$ cat src/rtl/regfile_wb_arbiter_if.sv
// Write-back request, scoreboard and register-file bus of the write-back arbiter.
// Latency 1 to regWrite; backpressure is a per-requester combinational ready.
interface regfile_wb_arbiter_if #(
    parameter int XLEN = 32
);
    logic            alu_valid;
    logic [4:0]      alu_rd;
    logic [XLEN-1:0] alu_data;
    logic            alu_ready;

    logic            ld_valid;
    logic [4:0]      ld_rd;
    logic [XLEN-1:0] ld_data;
    logic            ld_ready;

    logic            dbg_valid;
    logic [4:0]      dbg_rd;
    logic [XLEN-1:0] dbg_data;
    logic            dbg_ready;

    logic            ld_issue;
    logic [4:0]      ld_issue_rd;
    logic [4:0]      hz_rs1;
    logic [4:0]      hz_rs2;
    logic            stall;

    logic            regWrite;
    logic [4:0]      wb_rd;
    logic [XLEN-1:0] wb_data;
    logic            sb_err;

    // Pipeline side: requesters, load issue and hazard query.
    modport master (
        output alu_valid, alu_rd, alu_data,
        output ld_valid, ld_rd, ld_data,
        output dbg_valid, dbg_rd, dbg_data,
        output ld_issue, ld_issue_rd, hz_rs1, hz_rs2,
        input  alu_ready, ld_ready, dbg_ready, stall,
        input  regWrite, wb_rd, wb_data, sb_err
    );

    modport slave (
        input  alu_valid, alu_rd, alu_data,
        input  ld_valid, ld_rd, ld_data,
        input  dbg_valid, dbg_rd, dbg_data,
        input  ld_issue, ld_issue_rd, hz_rs1, hz_rs2,
        output alu_ready, ld_ready, dbg_ready, stall,
        output regWrite, wb_rd, wb_data, sb_err
    );
endinterface

$ cat src/rtl/regfile_wb_arbiter.sv
// Arbitrates ALU/load/debug onto the register-file write port and tracks pending loads for RAW stalls.
// Latency 1 grant-to-regWrite; requesters wait on a combinational ready, debug is force-granted after STARVE_LIMIT refusals.
module regfile_wb_arbiter #(
    parameter int STARVE_LIMIT = 8,
    parameter int XLEN         = 32
) (
    input  logic                 clk,
    input  logic                 rst,
    regfile_wb_arbiter_if.slave  bus
);
    localparam logic [7:0] STARVE_W = 8'(STARVE_LIMIT);

    logic            rr_q, rr_d;
    logic [7:0]      dbg_wait_q, dbg_wait_d;
    logic [31:0]     pending_q, pending_d;
    logic            reg_write_q, reg_write_d;
    logic [4:0]      wb_rd_q, wb_rd_d;
    logic [XLEN-1:0] wb_data_q, wb_data_d;
    logic            sb_err_q, sb_err_d;

    logic            gnt_alu, gnt_ld, gnt_dbg, gnt_any;
    logic [4:0]      sel_rd;
    logic [XLEN-1:0] sel_data;
    logic [31:0]     set_vec, clr_vec, pend_kept;

    always_comb begin
        gnt_alu = 1'b0;
        gnt_ld  = 1'b0;
        gnt_dbg = 1'b0;
        if (bus.dbg_valid && dbg_wait_q == STARVE_W) begin
            gnt_dbg = 1'b1;
        end else if (bus.alu_valid && bus.ld_valid) begin
            // rr_q=1 means the ALU has the next tie.
            gnt_alu = rr_q;
            gnt_ld  = !rr_q;
        end else if (bus.alu_valid) begin
            gnt_alu = 1'b1;
        end else if (bus.ld_valid) begin
            gnt_ld = 1'b1;
        end else if (bus.dbg_valid) begin
            gnt_dbg = 1'b1;
        end
    end

    assign gnt_any       = gnt_alu | gnt_ld | gnt_dbg;
    assign bus.alu_ready = gnt_alu;
    assign bus.ld_ready  = gnt_ld;
    assign bus.dbg_ready = gnt_dbg;

    always_comb begin
        sel_rd   = bus.dbg_rd;
        sel_data = bus.dbg_data;
        if (gnt_alu) begin
            sel_rd   = bus.alu_rd;
            sel_data = bus.alu_data;
        end else if (gnt_ld) begin
            sel_rd   = bus.ld_rd;
            sel_data = bus.ld_data;
        end
    end

    always_comb begin
        reg_write_d = gnt_any && (sel_rd != 5'd0);
        wb_rd_d     = gnt_any ? sel_rd : wb_rd_q;
        wb_data_d   = gnt_any ? sel_data : wb_data_q;

        rr_d = rr_q;
        if (gnt_alu) rr_d = 1'b0;
        else if (gnt_ld) rr_d = 1'b1;

        dbg_wait_d = 8'd0;
        if (bus.dbg_valid && !gnt_dbg)
            dbg_wait_d = (dbg_wait_q == STARVE_W) ? dbg_wait_q : dbg_wait_q + 8'd1;

        clr_vec   = gnt_ld ? (32'd1 << bus.ld_rd) : 32'd0;
        set_vec   = (bus.ld_issue && bus.ld_issue_rd != 5'd0) ? (32'd1 << bus.ld_issue_rd) : 32'd0;
        pend_kept = pending_q & ~clr_vec;
        // Set after clear: a new load to the same register keeps the bit alive.
        pending_d = (pend_kept | set_vec) & ~32'd1;

        sb_err_d = sb_err_q;
        if (bus.ld_issue && bus.ld_issue_rd != 5'd0 && pend_kept[bus.ld_issue_rd])
            sb_err_d = 1'b1;
        if (gnt_ld && !pending_q[bus.ld_rd])
            sb_err_d = 1'b1;
    end

    always_ff @(posedge clk) begin
        if (!rst) begin
            rr_q        <= 1'b1;
            dbg_wait_q  <= 8'd0;
            pending_q   <= 32'd0;
            reg_write_q <= 1'b0;
            wb_rd_q     <= 5'd0;
            wb_data_q   <= '0;
            sb_err_q    <= 1'b0;
        end else begin
            rr_q        <= rr_d;
            dbg_wait_q  <= dbg_wait_d;
            pending_q   <= pending_d;
            reg_write_q <= reg_write_d;
            wb_rd_q     <= wb_rd_d;
            wb_data_q   <= wb_data_d;
            sb_err_q    <= sb_err_d;
        end
    end

    function automatic logic hazard(input logic [4:0] s, input logic [31:0] pend,
                                    input logic wv, input logic [4:0] wrd);
        return (s != 5'd0) && (pend[s] || (wv && wrd == s));
    endfunction

    assign bus.stall    = hazard(bus.hz_rs1, pending_q, reg_write_q, wb_rd_q)
                        | hazard(bus.hz_rs2, pending_q, reg_write_q, wb_rd_q);
    assign bus.regWrite = reg_write_q;
    assign bus.wb_rd    = wb_rd_q;
    assign bus.wb_data  = wb_data_q;
    assign bus.sb_err   = sb_err_q;
endmodule

$ cat src/flat_wrapper.sv
// flat-port wrapper written by rule: the top's interface ports become plain ports
module regfile_wb_arbiter_flat 
#(
    parameter int STARVE_LIMIT = 8,
    parameter int XLEN         = 32
)
  (clk, rst, bus_alu_valid, bus_alu_rd, bus_alu_data, bus_ld_valid, bus_ld_rd, bus_ld_data, bus_dbg_valid, bus_dbg_rd, bus_dbg_data, bus_ld_issue, bus_ld_issue_rd, bus_hz_rs1, bus_hz_rs2, bus_alu_ready, bus_ld_ready, bus_dbg_ready, bus_stall, bus_regWrite, bus_wb_rd, bus_wb_data, bus_sb_err);
  regfile_wb_arbiter_if #(.XLEN(XLEN)) bus_i ();
  input  logic clk;
  input  logic rst;
  input wire logic [$bits(bus_i.alu_valid)-1:0] bus_alu_valid;
  input wire logic [$bits(bus_i.alu_rd)-1:0] bus_alu_rd;
  input wire logic [$bits(bus_i.alu_data)-1:0] bus_alu_data;
  input wire logic [$bits(bus_i.ld_valid)-1:0] bus_ld_valid;
  input wire logic [$bits(bus_i.ld_rd)-1:0] bus_ld_rd;
  input wire logic [$bits(bus_i.ld_data)-1:0] bus_ld_data;
  input wire logic [$bits(bus_i.dbg_valid)-1:0] bus_dbg_valid;
  input wire logic [$bits(bus_i.dbg_rd)-1:0] bus_dbg_rd;
  input wire logic [$bits(bus_i.dbg_data)-1:0] bus_dbg_data;
  input wire logic [$bits(bus_i.ld_issue)-1:0] bus_ld_issue;
  input wire logic [$bits(bus_i.ld_issue_rd)-1:0] bus_ld_issue_rd;
  input wire logic [$bits(bus_i.hz_rs1)-1:0] bus_hz_rs1;
  input wire logic [$bits(bus_i.hz_rs2)-1:0] bus_hz_rs2;
  output wire logic [$bits(bus_i.alu_ready)-1:0] bus_alu_ready;
  output wire logic [$bits(bus_i.ld_ready)-1:0] bus_ld_ready;
  output wire logic [$bits(bus_i.dbg_ready)-1:0] bus_dbg_ready;
  output wire logic [$bits(bus_i.stall)-1:0] bus_stall;
  output wire logic [$bits(bus_i.regWrite)-1:0] bus_regWrite;
  output wire logic [$bits(bus_i.wb_rd)-1:0] bus_wb_rd;
  output wire logic [$bits(bus_i.wb_data)-1:0] bus_wb_data;
  output wire logic [$bits(bus_i.sb_err)-1:0] bus_sb_err;
  assign bus_i.alu_valid = bus_alu_valid;
  assign bus_i.alu_rd = bus_alu_rd;
  assign bus_i.alu_data = bus_alu_data;
  assign bus_i.ld_valid = bus_ld_valid;
  assign bus_i.ld_rd = bus_ld_rd;
  assign bus_i.ld_data = bus_ld_data;
  assign bus_i.dbg_valid = bus_dbg_valid;
  assign bus_i.dbg_rd = bus_dbg_rd;
  assign bus_i.dbg_data = bus_dbg_data;
  assign bus_i.ld_issue = bus_ld_issue;
  assign bus_i.ld_issue_rd = bus_ld_issue_rd;
  assign bus_i.hz_rs1 = bus_hz_rs1;
  assign bus_i.hz_rs2 = bus_hz_rs2;
  assign bus_alu_ready = bus_i.alu_ready;
  assign bus_ld_ready = bus_i.ld_ready;
  assign bus_dbg_ready = bus_i.dbg_ready;
  assign bus_stall = bus_i.stall;
  assign bus_regWrite = bus_i.regWrite;
  assign bus_wb_rd = bus_i.wb_rd;
  assign bus_wb_data = bus_i.wb_data;
  assign bus_sb_err = bus_i.sb_err;
  regfile_wb_arbiter #(.STARVE_LIMIT(STARVE_LIMIT), .XLEN(XLEN)) u_core (.clk(clk), .rst(rst), .bus(bus_i));
endmodule
$ cat config.mk
export PLATFORM = sky130hd
export DESIGN_NAME = regfile_wb_arbiter_flat
export DESIGN_NICKNAME = d
export VERILOG_FILES = /design/src/rtl/regfile_wb_arbiter_if.sv /design/src/rtl/regfile_wb_arbiter.sv /design/src/flat_wrapper.sv
export SDC_FILE = /design/constraint.sdc
export NUM_CORES = 1
export LEC_CHECK = 0
export ABC_CLOCK_PERIOD_IN_PS = 5000
export BUFFER_PORTS_ARGS = -buffer_cell sky130_fd_sc_hd__buf_2
export CAP_MARGIN = 10
export CORE_MARGIN = 1.5
export CORE_UTILIZATION = 53
export CTS_CLUSTER_SIZE = 40
export DETAILED_ROUTE_END_ITERATION = 10
export PLACE_DENSITY = 0.84
export SETUP_SLACK_MARGIN = 0.5
export SKIP_CTS_REPAIR_TIMING = 1
export SYNTH_ARGS = -nofsm -noshare
export SYNTH_HDL_FRONTEND = slang
export SYNTH_SLANG_ARGS = --single-unit
$ cat constraint.sdc
create_clock -name clk -period 5 [get_ports clk]
set_input_delay 0.25 -clock clk [delete_from_list [all_inputs] [get_ports clk]]
set_output_delay 0.25 -clock clk [all_outputs]
set_load 0.02 [all_outputs]
==> results of run 1 <==
-- power by group through the flow --
| stage | combinational [mW] | clock, mW | sequential [mW] |
|---|---|---|---|
| detailed placement | 0.357 | 0 | 0.701 |
| floorplan | 0.197 | 0 | 0.732 |
| global placement | 0.349 | 0 | 0.698 |
| CTS | 0.359 | 0.536 | 0.686 |
| global route | 0.390 | 0.563 | 0.691 |
| finish | 0.361 | 0.533 | 0.687 |
-- per-stage QoR --
stage	area [µm²]	worst slack (ns)	cells	util, %
after floorplan	5190	2.91	619	-
after global placement	6020	2.44	876	64.3
after detailed placement	6020	2.33	876	64.3
after CTS	6240	2.27	892	66.6
after global routing	6240	2.07	892	66.6
final	6240	2.25	892	66.6
-- cell type report --
cell class | instances | share of cell area, %
Clock inverter | 6 | 1.44
Inverter | 10 | 0.601
Sequential cell | 79 | 25.3
Timing Repair Buffer | 179 | 14.6
Multi-Input combinational cell | 479 | 53.4
Tap cell | 129 | 2.59
Clock buffer | 10 | 2.04
-- flip-flops by register name, indices dropped and copies added, names as in the netlist --
| register | count |
|---|---|
| u_core.dbg_wait_q | 8 |
| u_core.bus.wb_rd | 5 |
| u_core.bus.wb_data | 32 |
| u_core.pending_q | 31 |
| u_core.bus.sb_err | 1 |
| u_core.rr_q | 1 |
| u_core.bus.regWrite | 1 |
-- per-layer routing --
layer	vias up	part of all wire (%)	track usage, %
li1	2545	-	-
met1	2568	39	40.2
met2	266	51	51.5
met3	25	8.8	5.88
met4	0	1.4	11.0
met5	-	0	0
-- worst min path at each step --
stage / to / startpoint / slack (ns)
floorplan: u_core.bus.regWrite / rst / 0.37
detailed placement: u_core.bus.wb_data[9] / u_core.bus.wb_data[9] / 0.44
finish: u_core.bus.regWrite / bus_dbg_rd[1] / 0.22
CTS: u_core.dbg_wait_q[0] / bus_dbg_valid / 0.21
global placement: u_core.bus.wb_data[27] / u_core.bus.wb_data[27] / 0.44
global route: u_core.bus.wb_data[9] / bus_alu_data[9] / 0.22
-- placed cells by master, fill, tap and decap left out, types with 16 or more instances in the layout --
| cell | instances |
|---|---|
| a21oi_1 | 71 |
| buf_2 | 174 |
| dfxtp_1 | 79 |
| mux2i_1 | 34 |
| mux4_2 | 28 |
| nand2_1 | 118 |
| nand3_1 | 16 |
| nor2_1 | 31 |
| o211ai_1 | 34 |
| o21ai_0 | 31 |
-- kinds of logic after synthesis --
logic type	Yosys count	share of synthesized area [%]
xor+xnor	18	3.04
flops	79	30.5
mux	68	20.0
compound gates	172	20.8
buf+inv	61	5.47
simple gates	219	19.7
fa+ha+maj	2	0.482
-- tightest hold or removal path: stages --
cell     delay [ns]
buf_2          0.08
a21oi_1        0.07
a41oi_1        0.13
==> flow_summary.ini, run 1 <==
[setup_path]
worstSetupPathDepth = 8
r2r-start = u_core.dbg_wait_q[0]
cp-endpoint = bus_alu_ready
r2r-end = u_core.bus.regWrite
worstPathArrival_ns = 2.50
path_class = flop to output pin
end_kind = output pin
cpLargestDelayFamily = buffers and inverters
cp_num_buf_inv = 4
max_stage_delay_ns = 0.49
critPathLaunch = u_core.dbg_wait_q[0]
required_ns = 4.75
crit_fanout = 67
ff2ff_setup_slack_ns = 2.29
crit_slowest_cell = buf_4
start_kind = flop
crit_path_cell_trace = inv_1 > ha_1 > nor4bb_4 > and2_4 > or2_2 > buf_4 > inv_2 > buf_2
reg2regPathDepth = 10

[clocking]
cts_tree = built
clock_sinks = 79
numCtsBuffers = 9
cts_buffer_depth = 2
insertion_delay_ns = 0.36
clk_pin_slew_worst_paths_ns = 0.09
root_buffer = clkbuf_8
ctsHtreeMaxLevel = 3

[sta]
period_share_pct = 55.0
hold_viol_final = 0
finalHoldWorstSlack_ns = 0.218
slew_headroom_pct = 43.6
finalClockSkew_ns = 0.0122
layout_min_cycle_time_ns = 2.75
rsz0062_at_grt = false
worst_pin_slew_ns = 0.841
final-max-slew-violation-count = 0
fmax_mhz = 363
setup_viol = 0
tns_ns = 0

[synth]
seq_area_frac_synth_pct = 30.5
yosys.cell_types.count = 65
synth_cells = 619
synth_edf_count = 0
ys_top_cells_by_count = nand2_1, dfxtp_1, a21oi_1, mux2i_1, o211ai_1
synth_top_area_cell = dfxtp_1
synthMostInstantiatedCell = nand2_1
ys_ff_latch = 79
avgSynthCellArea_um2 = 8.38
synthFlopType = dfxtp_1
postSynth.asyncResetShare_pct = 0
ys_top_cells_by_area = dfxtp_1, mux4_2, nand2_1, a21oi_1, mux2i_1
synth_top_cell_area_share_pct = 30.5
syn_area_um2 = 5190
yosysWarnings = 0
synth.net_count = 753

[layout]
ff_latch_area_um2 = 1580
fillers = 811
syn_to_final_growth_pct = 20.3
n_antenna_cell = 0
multi_input_area_um2 = 3340
nets = 892
layout-drive-gt1-share_pct = 31.8

[floorplanning]
core_um2 = 9370
design.die.area_um2 = 10400
std_cell_rows = 35
die_x_um = 102
initial_core_util_pct = 55.4
die_h_um = 102
pin_count = 175

[job]
drv_cap = 0

[power_and_ir_drop]
powerDensity_nw_per_um2 = 253
combPwrFrac_pct = 22.8
power.leakage_nw = 2.51
p_total_mw = 1.58
clkPwrFrac_pct = 33.7
p_switching_mw = 0.487
swShare_pct = 30.8
peakVddDrop_v = 0.000199
internal_power_mw = 1.09
p_seq_share_pct = 43.5

[global_routing]
grt_pass1_vias = 5158
grt_max_degree = 68
antenna_found_initial = 0
overflow = 0
grt_first_pass_wirelength_um = 25200
grt_usage_pct = 30.9

[outcome]
outcome = finished clean

[placed_design]
gp_routability_congestion = 0.939
place_hpwl_um = 12000
io_buffers = 174

[drt]
ant_nets = 0
num_vias = 5404
drt_first_pass_iters = 5
drc_errors = 0
via_per_inst = 6.06
finalWirelength_um = 16200
drt_iter0_markers = 481
wl_per_cell_um = 18.2

[worst_hold_path]
worstHoldPathCells = 3
hp-class = input pin to flop
(Power assumes the default switching activity.)
==> run 2: changes to the inputs <==
Settings changed: ABC_AREA from default to 1, ABC_CLOCK_PERIOD_IN_PS 5000 to 2700, CORE_UTILIZATION 53 to 52, PLACE_DENSITY 0.84 to 0.82.
Clock period 5 ns to 2.7 ns, I/O delays scaled along.
==> run 2 against run 1 <==
Compared with the run above: non-clock buffer count rose by 12; clock-buffer cell count rose by 1; design area rose by 5.8%; flip-flop and latch count did not move; highest routed layer unchanged; global-route usage rose by 1.4 points; sequential power rose by 86%; sequential share of layout area fell by 1.4 points; core utilization rose by 0.058 points.
==> flow_summary.ini, run 2 <==
[floorplanning]
std_cell_rows = 36
die_x_um = 105
die_h_um = 105
pin_count = 175
core_um2 = 9910
initial_core_util_pct = 54.4
design.die.area_um2 = 11000

[synth]
ys_ff_latch = 79
yosys.cell_types.count = 43
synth_edf_count = 0
yosysWarnings = 0
synth_top_cell_area_share_pct = 29.3
seq_area_frac_synth_pct = 29.3
synth_cells = 831
postSynth.asyncResetShare_pct = 0
ys_top_cells_by_count = nand2_1, dfxtp_1, nand3_1, a21oi_1, inv_1
synth.net_count = 965
synthFlopType = dfxtp_1
synth_top_area_cell = dfxtp_1
synthMostInstantiatedCell = nand2_1
avgSynthCellArea_um2 = 6.49
syn_area_um2 = 5390
ys_top_cells_by_area = dfxtp_1, nand2_1, o211ai_1, nand3_1, a21oi_1

[power_and_ir_drop]
swShare_pct = 33.9
p_seq_share_pct = 42.5
powerDensity_nw_per_um2 = 456
clkPwrFrac_pct = 31.0
internal_power_mw = 1.99
combPwrFrac_pct = 26.5
p_switching_mw = 1.02
peakVddDrop_v = 0.000320
power.leakage_nw = 2.75

[setup_path]
cp_num_buf_inv = 2
crit_fanout = 9
crit_slowest_cell = dfxtp_1
cpLargestDelayFamily = simple AND/OR/NAND/NOR gates
path_class = flop to flop
start_kind = flop
required_ns = 2.93
worstPathArrival_ns = 2.36
end_kind = flop
max_stage_delay_ns = 0.40
crit_path_cell_trace = inv_1 > ha_1 > nand3_2 > nor2_4 > nand2_8 > nand2_8 > buf_4 > o21ai_1 > nand2_1 > nand4_1 > nand2_1 > nand2_1 > nand2_1 > nand3_1 > a21oi_1
cp_common_cell = nand2_1

[sta]
tns_ns = 0
fin_ws_ns = 0.572
rsz0062_at_grt = false
finalClockSkew_ns = 0.00956
fmax_mhz = 470
worst_pin_slew_ns = 0.711
period_share_pct = 78.8
setup_viol = 0
final-max-slew-violation-count = 0
hold_viol_final = 0
layout_min_cycle_time_ns = 2.13
slew_headroom_pct = 52.4

[drt]
finalWirelength_um = 19200
num_vias = 6637
ant_nets = 0
wl_per_cell_um = 17.1
drt_iter0_markers = 772
drc_errors = 0
via_per_inst = 5.94
drt_first_pass_iters = 9

[clocking]
clk_pin_slew_worst_paths_ns = 0.09
insertion_delay_ns = 0.36
clock_sinks = 79
cts_tree = built
numCtsBuffers = 9
cts_buffer_depth = 2
root_buffer = clkbuf_8
ctsHtreeMaxLevel = 3

[layout]
final_cell_mix = buf_2, nand2_1, dfxtp_1, nand3_1, a21oi_1
nets = 1114
syn_to_final_growth_pct = 22.5
mostFrequentLayoutCell = buf_2
largest_reg_flops = 32
n_antenna_cell = 0
fillers = 908
layout-drive-gt1-share_pct = 26.7

[placed_design]
io_buffers = 174
gp_routability_congestion = 0.990
place_hpwl_um = 13700
dp_worst_setup_slack_ns = 0.331

[global_routing]
grt_first_pass_wirelength_um = 29100
overflow = 0
grt_pass1_vias = 5956
grt_max_degree = 49
antenna_found_initial = 0
grt_usage_pct = 32.3

[outcome]
outcome = finished clean

[worst_hold_path]
hp-class = input pin to flop

[job]
drv_cap = 0
run 2: changes by cell type after synthesis, sizes merged, moves of 8 or more:
cell	previous run	this run
a31oi	4	35
or2	3	34
mux2i	34	0
nand3	16	72
o211ai	34	54
nand2	118	167
o21ai	31	65
mux4	28	0
clkbuf	27	35
nor2	31	67
inv	9	71
xor2	13	2
nand2b	10	0
run 2: worst paths after layout:
kind | start | to | slack (ns) | depth (start not counted)
setup / recovery | u_core.dbg_wait_q[1] | u_core.bus.sb_err | 0.57 | 15
hold / removal | bus_alu_data[4] | u_core.bus.wb_data[4] | 0.03 | 3
setup reg to reg | u_core.dbg_wait_q[1] | u_core.bus.sb_err | 0.57 | 15
hold reg to reg | u_core.rr_q | u_core.rr_q | 0.48 | 2
run 2: routing by layer:
layer  wire length, µm  up-vias  GRT usage (%)
met4               466        0           10.7
li1                  -     3193              -
met2              8670      427           49.7
met1              7980     2963           45.0
met5                 0        -              0
met3              2040       54           6.36
run 2: tightest hold or removal path: cells and delay by family:
family,cells,cell delay (ns)
AND/OR/NAND/NOR,1,0.05
buffers and inverters,1,0.09
AO/OA/AOI/OAI,1,0.07
run 2: power groups by stage:
| stage | logic (mW) | registers, mW | clock network, mW |
|---|---|---|---|
| after floorplan | 0.422 | 1.38 | 0 |
| after global placement | 0.741 | 1.30 | 0 |
| after detailed placement | 0.752 | 1.30 | 0 |
| after CTS | 0.755 | 1.28 | 0.935 |
| after global routing | 0.868 | 1.29 | 0.975 |
| final | 0.800 | 1.28 | 0.933 |
run 2: cell type report:
cell class                 instances  area (µm²)  share of cell area, %
clock buffer                      11         141                   2.14
clock inverter                     5        66.3                   1.00
inverter                          72         273                   4.13
multi-input combinational        627        3340                   50.5
sequential                        79        1580                   24.0
tap                              133         166                   2.52
timing repair buffer             191        1040                   15.7
run 2: kinds of logic (layout without fill, tap and decap cells):
group	Yosys count	count (layout)	synth area share, %
and+or+nand+nor	364	367	30.7
xor gates and xnor gates	6	6	0.974
buffers and inverters	128	279	10.3
adders and majority gates	2	2	0.464
DFF	79	79	29.3
AOI/OAI and AO/OA	252	252	28.3
run 2: stage by stage:
step	utilization, %	power (mW)	area (µm²)	hold slack (ns)	cells
after floorplan	-	1.80	5390	0.295	831
after global placement	62.9	2.05	6240	0.402	1092
after detailed placement	62.9	2.05	6240	0.405	1092
after CTS	65.0	2.97	6440	0.0246	1108
after global routing	66.7	3.13	6610	0.0377	1118
final	66.7	3.01	6610	0.0323	1118
